--- src/rtl/axi_lite_reg_router.sv ---
// Shares one simple register port between NUM_SLOTS clients: decodes the slot, strobes it,
// waits for its ack (or a timeout) and returns a single response strobe to the slave.
module axi_lite_reg_router #(
  parameter int ADDR_WIDTH     = 32,
  parameter int DATA_WIDTH     = 32,
  parameter int NUM_SLOTS      = 4,
  parameter int SLOT_ADDR_BITS = 8,
  parameter int TIMEOUT_CYCLES = 256
) (
  input  logic                            clk,
  input  logic                            rst,
  input  logic                            i_reg_in_rdy,
  output logic                            o_reg_in_ack_stb,
  input  logic [ADDR_WIDTH-1:0]           i_reg_address,
  input  logic [DATA_WIDTH-1:0]           i_reg_in_data,
  input  logic                            i_reg_out_req,
  output logic                            o_reg_out_rdy_stb,
  output logic [DATA_WIDTH-1:0]           o_reg_out_data,
  output logic                            o_reg_invalid_addr,
  output logic [NUM_SLOTS-1:0]            o_slot_wr_stb,
  output logic [NUM_SLOTS-1:0]            o_slot_rd_stb,
  output logic [SLOT_ADDR_BITS-1:0]       o_slot_addr,
  output logic [DATA_WIDTH-1:0]           o_slot_wdata,
  input  logic [NUM_SLOTS-1:0]            i_slot_ack,
  input  logic [NUM_SLOTS*DATA_WIDTH-1:0] i_slot_rdata
);
  localparam int IDX_W = (NUM_SLOTS > 1) ? $clog2(NUM_SLOTS) : 1;
  localparam int CNT_W = $clog2(TIMEOUT_CYCLES);
  localparam logic [CNT_W-1:0] CNT_LAST = CNT_W'(TIMEOUT_CYCLES - 1);

  typedef enum logic [1:0] {IDLE, WAIT_ACK, RESPOND, RELEASE} state_t;

  state_t                    state, state_nx;
  logic                      is_wr, is_wr_nx;
  logic [IDX_W-1:0]          idx, idx_nx;
  logic [CNT_W-1:0]          cnt, cnt_nx;
  logic [NUM_SLOTS-1:0]      wr_stb_nx, rd_stb_nx;
  logic [SLOT_ADDR_BITS-1:0] addr_nx;
  logic [DATA_WIDTH-1:0]     wdata_nx, out_data_nx;
  logic                      ack_stb_nx, rdy_stb_nx, invalid_nx;

  logic [IDX_W-1:0]          req_idx;
  logic                      req_bad;
  logic                      sel_ack;
  logic [DATA_WIDTH-1:0]     sel_rdata;
  logic                      resp_go, resp_err;
  logic [DATA_WIDTH-1:0]     resp_data;

  assign req_idx   = i_reg_address[SLOT_ADDR_BITS +: IDX_W];
  assign req_bad   = (32'(req_idx) >= 32'(NUM_SLOTS)) ||
                     (|(i_reg_address >> (SLOT_ADDR_BITS + IDX_W)));
  assign sel_ack   = i_slot_ack[idx];
  assign sel_rdata = i_slot_rdata[int'(idx) * DATA_WIDTH +: DATA_WIDTH];

  always_comb begin
    state_nx    = state;
    is_wr_nx    = is_wr;
    idx_nx      = idx;
    cnt_nx      = cnt;
    wr_stb_nx   = '0;
    rd_stb_nx   = '0;
    addr_nx     = o_slot_addr;
    wdata_nx    = o_slot_wdata;
    ack_stb_nx  = 1'b0;
    rdy_stb_nx  = 1'b0;
    invalid_nx  = o_reg_invalid_addr;
    out_data_nx = o_reg_out_data;
    resp_go     = 1'b0;
    resp_err    = 1'b0;
    resp_data   = '0;

    case (state)
      IDLE: begin
        if (i_reg_in_rdy || i_reg_out_req) begin
          is_wr_nx   = i_reg_in_rdy;
          idx_nx     = req_idx;
          addr_nx    = i_reg_address[SLOT_ADDR_BITS-1:0];
          wdata_nx   = i_reg_in_data;
          invalid_nx = 1'b0;
          cnt_nx     = '0;
          if (req_bad) begin
            resp_go  = 1'b1;
            resp_err = 1'b1;
          end else begin
            state_nx = WAIT_ACK;
            if (i_reg_in_rdy) wr_stb_nx = NUM_SLOTS'(1) << req_idx;
            else              rd_stb_nx = NUM_SLOTS'(1) << req_idx;
          end
        end
      end
      WAIT_ACK: begin
        cnt_nx = cnt + 1'b1;
        if (sel_ack) begin
          resp_go   = 1'b1;
          resp_data = sel_rdata;
        end else if (cnt == CNT_LAST) begin
          resp_go  = 1'b1;
          resp_err = 1'b1;
        end
      end
      RESPOND: state_nx = RELEASE;
      RELEASE: if (!i_reg_in_rdy && !i_reg_out_req) state_nx = IDLE;
      default: state_nx = IDLE;
    endcase

    // Response strobes are registered, so they are loaded on the edge that enters RESPOND.
    if (resp_go) begin
      state_nx   = RESPOND;
      invalid_nx = resp_err;
      if (is_wr_nx) begin
        ack_stb_nx = 1'b1;
      end else begin
        rdy_stb_nx  = 1'b1;
        out_data_nx = resp_data;
      end
    end
  end

  always_ff @(posedge clk or negedge rst) begin
    if (!rst) begin
      state              <= IDLE;
      is_wr              <= 1'b0;
      idx                <= '0;
      cnt                <= '0;
      o_slot_wr_stb      <= '0;
      o_slot_rd_stb      <= '0;
      o_slot_addr        <= '0;
      o_slot_wdata       <= '0;
      o_reg_in_ack_stb   <= 1'b0;
      o_reg_out_rdy_stb  <= 1'b0;
      o_reg_invalid_addr <= 1'b0;
      o_reg_out_data     <= '0;
    end else begin
      state              <= state_nx;
      is_wr              <= is_wr_nx;
      idx                <= idx_nx;
      cnt                <= cnt_nx;
      o_slot_wr_stb      <= wr_stb_nx;
      o_slot_rd_stb      <= rd_stb_nx;
      o_slot_addr        <= addr_nx;
      o_slot_wdata       <= wdata_nx;
      o_reg_in_ack_stb   <= ack_stb_nx;
      o_reg_out_rdy_stb  <= rdy_stb_nx;
      o_reg_invalid_addr <= invalid_nx;
      o_reg_out_data     <= out_data_nx;
    end
  end
endmodule

--- config.mk ---
export PLATFORM = sky130hd
export DESIGN_NAME = axi_lite_reg_router
export DESIGN_NICKNAME = d
export VERILOG_FILES = /design/src/rtl/axi_lite_reg_router.sv
export SDC_FILE = /design/constraint.sdc
export NUM_CORES = 1
export LEC_CHECK = 0
export ABC_CLOCK_PERIOD_IN_PS = 4400
export CAP_MARGIN = 20
export CORE_ASPECT_RATIO = 1.5
export CORE_MARGIN = 2
export CORE_UTILIZATION = 28
export CTS_CLUSTER_DIAMETER = 150
export CTS_CLUSTER_SIZE = 14
export DETAILED_ROUTE_END_ITERATION = 12
export GPL_TIMING_DRIVEN = 0
export PLACE_DENSITY = 0.64
export SETUP_SLACK_MARGIN = 0.05
export SLEW_MARGIN = 15
export SYNTH_ARGS = -nofsm -noshare
export SYNTH_HDL_FRONTEND = slang
export SYNTH_SLANG_ARGS = --single-unit
--- constraint.sdc ---
create_clock -name clk -period 4.4 [get_ports clk]
set_clock_uncertainty 0.15 [all_clocks]
set_input_delay 0.44 -clock clk [delete_from_list [all_inputs] [get_ports clk]]
set_output_delay 0.44 -clock clk [all_outputs]
set_load 0.01 [all_outputs]
# Word level (Yosys, flattened, before mapping)
# Cells that the tools add are included.
[op_classes] addsub=1 n_lt_le_gt_ge=1 eq_ne=8 shifts=2 n_mux=35 bitwise_logic=1 n_reduce_logical=15
[op_table] cell="$shiftx A128 B8 Y32" count=1
[op_table] cell="$mux W32" count=2
[op_table] cell="$mux W4" count=8
[op_table] cell="$reduce_or A22 Y1" count=1
[op_table] cell="$pmux W8 S2" count=1
[op_table] cell="$mux W1" count=15
[op_table] cell="$ne A3 B3 Y1 const B" count=3
[op_table] cell="$add A8 B1 Y8 const B" count=1
[op_table] cell="$eq A8 B8 Y1 const B" count=1
[op_table] cell="$mux W2" count=4
[op_table] cell="$mux W8" count=1
[op_table] cell="$reduce_and A2 Y1" count=4
[op_table] cell="$pmux W2 S3" count=1
[op_table] cell="$reduce_bool A2 Y1" count=3
[op_table] cell="$eq A2 B2 Y1 const B" count=2
[op_table] cell="$pmux W1 S2" count=2
[op_table] cell="$reduce_and A4 Y1" count=1
[op_table] cell="$reduce_bool A4 Y1" count=1
[op_table] cell="$shl A1 B2 Y4 const A" count=1
[op_table] cell="$lt A2 B3 Y1 const B" count=1
[op_table] cell="$bmux W1 S2" count=1
[op_table] cell="$eq A2 B1 Y1 const B" count=1
[op_table] cell="$logic_not A1 Y1" count=2
[op_table] cell="$logic_not A2 Y1" count=1
[op_table] cell="4 further kinds" count=4
[totals] ff_bits=96

# Logic depth before layout (Yosys ltp)
# Gate-level depths: netlist of the first run.
[depth] ltp_word=6 ltp_mapped=9 depth_no_buf=7

# Worst setup path after synthesis of the first run
# OpenSTA, ideal clock, no wires.
[synth_path] kind="register to register" from="register idx[0]" to="register o_reg_out_data[30]" setup_ps=125 arrival_ps=2041 setup_slack_ps=2085 stages_incl_launch_ff=8 path_buffers=2 synth_period_minus_slack_ps=2315 cell_sequence="dfrtp_1 > buf_6 > mux4_2 > and2_4 > buf_6 > or2_4 > a22oi_4 > mux2_2"
[synth_between] elab_chain_cells=5 word_cells_on_any_way=8
[synth_lines] element="start, declared" line="35" text="logic [IDX_W-1:0] idx, idx_nx;"
[synth_lines] element="start signal, assigned" line="136" text="idx <= idx_nx;"
[synth_lines] element="branches (longest 5 deep; another with $shiftx A128 B8 Y32)"
[synth_lines] element="end signal, assigned" line="145" text="o_reg_out_data <= out_data_nx;"
[synth_lines] element="end, declared" line="18" text="output logic [DATA_WIDTH-1:0] o_reg_out_data,"
# Parallel ways; which one is timed is not known. The select of a mux whose other input is x is not followed.
# A chain may end at the register's enable or synchronous reset.

# Worst setup path in the final report of the first run
[layout_path] from="register state[1]" to="register o_reg_out_data[26]"
[layout_between] elab_chain_cells=4 word_cells_on_any_way=7
[layout_lines] element="start, declared" line="33" text="state_t state, state_nx;"
[layout_lines] element="start signal, assigned" line="134" text="state <= state_nx;"
[layout_lines] element="branches (longest 4 deep; another with $eq A2 B1 Y1)"
# Parallel ways; which one is timed is not known.

==> results.ini, run 1 <==
[finish]
final_area_mm2=0.008232
fillers=1538
layout_commonest_cell=clkdlybuf4s50_1
finish.utilization=0.4910
drive_gt1_frac=0.08491
fin_nets=941
syn2layout_area_growth_pct=72.27
final_cell_mix=clkdlybuf4s50_1, nand2_1, dfrtp_1

[floorplan]
dieHeight_um=164.0
start_util=0.2850
dieArea_mm2=0.01815
die_width_um=110.7
fp.coreArea_mm2=0.01676
io_pins=283
row_count=58

[routing]
dr.first_iter.drc_count=181
wl_per_cell_um=16.49
vias=4521
first_pass_iters=5
ant_nets=0
wl_um=15720
viasPerCell=4.744
drc=0

[synthesis]
synth_ff_type=dfrtp_1
synth-compound-area-share=0.08301
synth.cell_area_mm2=0.004778
synthCells=442
synth-seq-cells=96
synthXorXnorAreaFrac=0.003666
ys_seq_area_frac=0.5027
synthAdderAreaFrac=0.01047
synth-edff-count=0
avgSynthCellArea_um2=10.81
synth_top_family_by_area=simple AND/OR/NAND/NOR gates
synth_cell_types=38
synthMuxAreaShare=0.1623
async_flop_share=1.000
synth_warnings=0
syn-num-nets=646
synth-simple-area-share=0.2040

[global_routing]
gr-usage-all-layers=0.1715
antenna_found_initial=1
gr-usage-met2=0.3402
grt_pass1_vias=5005
met1_usage=0.1740
grt_max_degree=87
overflow=0
grt_pass1_wl_um=24800
top_usage_layer=met2
met3_usage=0.04465

[sta]
timing.final.crit_share=0.6026
rsz0062_at_grt=no
hold_violations=0
layout_min_cycle_time_ps=2651
worstMarginPinSlew_ps=849.6
finalSetupViolCount=0
fmax_ghz=0.3772
relSlewSlack=0.4336
drv_slew=0

[setup_path]
crit_end=o_reg_out_data[26]
path_class=flop to flop
cp-start-kind=flop
r2r_start=state[1]
cp.arrival_ps=2740
startpoint=state[1]
cp-end-kind=flop
reg2reg_depth=9
timing.rr.end=o_reg_out_data[26]
cp.required_ps=4480
worst-r2r-setup-slack_ps=1750
crit_path_max_fanout=10

[cts]
clk_latency_ps=340
cts_tree=yes
cts_made_buffers=9
clk_pin_slew_ps=70
h-tree-depth=3
post_cts_buffers=0
cts-root-buf=clkbuf_16
cts_sinks=96
clockBufferDepth=2

[power]
p_per_area_mw_per_mm2=546.3
vdd_ir_drop_max_mv=0.2704
total_power_uw=4497
p_leak_uw=0.003852

[place]
portBuffers=282
dp_hpwl_um=12770
place.gp.congestion=0.8220
postPlaceCellArea_mm2=0.007893

[min_path]
hold_class=flop to flop

[flow_run]
drv_cap=0

[status]
outcome=finished, final reports clean

layer usage:
metal	vias up	wire length, µm
li1	2136	-
met1	2186	5462
met2	187	9028
met3	12	1046
met4	0	181
met5	-	0
timing repair:
action | in CTS | in global routing
gates resized for setup | 0 | 0
endpoints found under the hold margin | 10 | 0
hold buffers | 1 | 0
worst max-delay path: stages, from the launching register on:
cell	delay (ps)
dfrtp_1	430
inv_1	150
ha_1	180
clkbuf_1	350
nand2_1	90
nor3_1	460
or2_4	250
a22oi_4	110
buf_4	200
a21o_1	180
power breakdown:
group | switching [µW] | internal [µW] | total [µW]
clock | 355 | 506 | 860
sequential | 182 | 1210 | 1390
combinational | 1020 | 1220 | 2250
total | 1560 | 2940 | 4500
worst min path at each step:
stage,startpoint,end,cells after the start
final,o_slot_wdata[31],o_slot_wdata[31],2
after global routing,rst,o_slot_wdata[10],2
after CTS,rst,o_slot_wdata[8],2
after detailed placement,rst,o_slot_wdata[3],1
after global placement,o_reg_out_data[18],o_reg_out_data[18],1
after floorplan,rst,cnt[0],0
layout make-up:
class                           count  area (µm²)  share of cell area
Antenna cell                        1       2.502           0.0003040
Multi-Input combinational cell    312        2215              0.2690
Sequential cell                    96        2402              0.2918
Inverter                            5       18.77            0.002280
Tap cell                          210       262.8             0.03192
Clock inverter                      7       101.3             0.01231
Clock buffer                        9       225.2             0.02736
Timing Repair Buffer              284        2861              0.3476
Buffer                             29       142.6             0.01733
flip-flops by register name, summed over array words and instances, names as in the netlist:
register,count
cnt,8
idx,2
is_wr,1
o_reg_in_ack_stb,1
o_reg_invalid_addr,1
o_reg_out_data,32
o_reg_out_rdy_stb,1
o_slot_addr,8
o_slot_rd_stb,4
o_slot_wdata,32
o_slot_wr_stb,4
state,2
stage by stage:
| step | std cells | setup TNS [ps] | setup WS, ps | hold slack, ps |
|---|---|---|---|---|
| global route | 953 | 0 | 1540 | 334.1 |
| global placement | 934 | -80620 | -846.2 | 308.1 |
| finish | 953 | 0 | 1749 | 324.3 |
| CTS | 952 | 0 | 1687 | 312.2 |
| detailed placement | 935 | 0 | 1427 | 113.8 |
| floorplan | 442 | 0 | 2085 | -5.591 |
Yosys cell counts (all sizes together) (2+ instances only):
library cell  number  share of area
nand2            137           0.11
dfrtp             96           0.50
and3              34          0.045
mux4              33           0.16
a21o              32          0.050
clkbuf            24          0.019
nor2              16          0.013
nor3               7         0.0073
nor4               6         0.0079
o21ai              6         0.0063
buf                5          0.011
inv                5         0.0039
a22o               4         0.0073
ha                 4          0.010
nand2b             4         0.0052
nand3              4         0.0042
or2                3         0.0045
a21oi              2         0.0021
a22oi              2         0.0060
mux2               2         0.0047
nand4              2         0.0026
nor2b              2         0.0026
kinds of logic (layout without fill, tap and decap cells):
group / after synthesis / count (layout)
AND/OR/NAND/NOR: 218 / 218
multiplexers: 36 / 36
flip-flops: 96 / 96
XOR/XNOR: 2 / 2
other: 0 / 1
AO/OA/AOI/OAI: 52 / 52
buffers and inverters: 34 / 334
adder cells (fa/ha/maj): 4 / 4
(Power assumes the default switching activity.)
==> run 2, diff against run 1 <==
- ABC_CLOCK_PERIOD_IN_PS: 4400 -> 2460
- clock period: 4.4 -> 2.46 ns (I/O delays scaled with it)
==> run 2 against run 1 <==
Count of clock-buffer cells in the layout is the same. Global-route usage grew 0.17 points. Register-to-register slack lost 1600 ps. Largest power group unchanged. Total power grew 82%.
==> results.ini, run 2 (synthesis gave the netlist of run 1 again) <==
[status]
outcome=finished, final reports clean

[finish]
syn2layout_area_growth_pct=74.21
final_area_mm2=0.008324  ; +1.1%
finish.utilization=0.4966  ; +0.005524
layout_commonest_cell=clkdlybuf4s50_1
reg.largest.list=o_reg_out_data x32, o_slot_wdata x32
final_cell_mix=clkdlybuf4s50_1, nand2_1, dfrtp_1
drive_gt1_frac=0.1101  ; +0.02516
fin_nets=944  ; +0.32%

[routing]
ant_nets=0  ; unchanged
first_pass_iters=6  ; +1
drc=0  ; unchanged
wl_um=15910  ; +1.2%
vias=4559  ; +0.84%
viasPerCell=4.769  ; +0.52%
dr.first_iter.drc_count=178  ; -1.7%
wl_per_cell_um=16.64  ; +0.88%

[cts]
cts-root-buf=clkbuf_16
cts_sinks=96  ; unchanged
cts_made_buffers=9  ; unchanged
h-tree-depth=3  ; unchanged
clk_latency_ps=340  ; about the same
clk_pin_slew_ps=70  ; about the same
cts_tree=yes
clockBufferDepth=2  ; unchanged

[floorplan]
fp.coreArea_mm2=0.01676  ; unchanged
io_pins=283  ; unchanged
start_util=0.2850  ; unchanged
row_count=58  ; unchanged
die_width_um=110.7  ; unchanged
dieHeight_um=164.0  ; unchanged
dieArea_mm2=0.01815  ; unchanged

[sta]
drv_slew=0  ; unchanged
hold_violations=0  ; unchanged
layout_min_cycle_time_ps=2350  ; -301.8 ps
worstMarginPinSlew_ps=622.3  ; -227.3 ps
fmax_ghz=0.4256  ; +13%
relSlewSlack=0.5851  ; +0.1515
fin_tns_setup_ps=0  ; unchanged
finalSetupViolCount=0  ; unchanged
rsz0062_at_grt=no
timing.final.crit_share=0.9551  ; +0.3526

[setup_path]
cp_top_family=multiplexers
cpPeakStageDelay_ps=540  ; +80 ps
crit_buf_inv=2  ; -1
cp.arrival_ps=2430  ; -310 ps
path_cells=buf_6 > mux4_2 > and2_4 > or2_4 > a22oi_4 > buf_12 > mux2_2
cp-start-kind=flop
worst-r2r-setup-slack_ps=110  ; -1640 ps
cp-end-kind=flop
cpMaxStageDelayCell=mux4_2
crit_path_max_fanout=6  ; -4
path_class=flop to flop
cp.required_ps=2540  ; -1940 ps

[global_routing]
gr-usage-all-layers=0.1732  ; +0.001677
grt_pass1_vias=5042  ; +0.74%
grt_pass1_wl_um=25000  ; +0.81%
grt_max_degree=87  ; unchanged
antenna_found_initial=1  ; unchanged
overflow=0  ; unchanged

[place]
place.gp.congestion=0.8220  ; unchanged
dp_hpwl_um=12770  ; unchanged
portBuffers=282  ; unchanged
postPlaceCellArea_mm2=0.007893  ; unchanged

[min_path]
hold_class=input port to asynchronous set/reset pin

[power]
p_per_area_mw_per_mm2=983.7  ; +80%
vdd_ir_drop_max_mv=0.4641  ; +72%
p_leak_uw=0.003923  ; +1.8%

[flow_run]
drv_cap=0  ; unchanged

==> run 2: path summary, 6_finish.rpt <==
check	endpoint	start	depth (start not counted)
min in group clk	o_slot_wdata[18]	i_reg_in_data[18]	3
worst max-delay path	o_reg_out_data[30]	idx[0]	7
worst min-delay path	o_slot_wdata[3]	rst	2
worst min register to register	o_slot_wdata[31]	o_slot_wdata[31]	2
max in group asynchronous	cnt[7]	rst	3
worst max register to register	o_reg_out_data[30]	idx[0]	7
==> run 2: metal layers <==
metal,vias to the layer above,GRT usage,part of all wire
li1,2141,-,-
met1,2219,0.1778,0.35
met2,185,0.3402,0.57
met3,14,0.04539,0.066
met4,0,0.05398,0.013
met5,-,0,0
==> run 2: area by class of cell <==
type,instances,area [µm²]
Sequential cell,96,2402
Multi-Input combinational cell,312,2248
Timing Repair Buffer,292,2934
Clock buffer,9,225.2
Buffer,24,128.9
Antenna cell,1,2.502
Tap cell,210,262.8
Clock inverter,7,101.3
Fill cell,1536,8439
Inverter,5,18.77
==> run 2: repair_timing <==
| action | in CTS | in global routing |
|---|---|---|
| setup buffers | 6 | 2 |
| endpoints found under the setup margin | 77 | 31 |
| pin swaps | 3 | 3 |
| hold buffers | 1 | 0 |
| endpoints found under the hold margin | 96 | 0 |
| cloned | 0 | 0 |
| gates resized for setup | 9 | 9 |
==> run 2: through the flow <==
stage          std cells  hold WS, ps  setup slack (ps)  power [µW]
6_report             956        133.2             110.3        8188
5_1_grt              956        145.1             53.93        8735
4_1_cts              953        118.2             82.59        8262
3_5_place_dp         935       -80.21            -319.0        6603
3_3_place_gp         934        308.1             -2592        6483
2_1_floorplan        442       -199.6             144.5        4619
==> run 2: power breakdown <==
part,switching (µW),total [µW],leakage (µW),internal (µW)
clock,638,1540,0.000158,904
sequential,352,2510,0.00124,2160
combinational,1840,4130,0.00252,2290
==> run 3, diff against run 2 <==
- GPL_ROUTABILITY_DRIVEN: not set -> 1
==> results of run 3 <==
No change in the layout: final DEF, timing and power equal those of run 2.
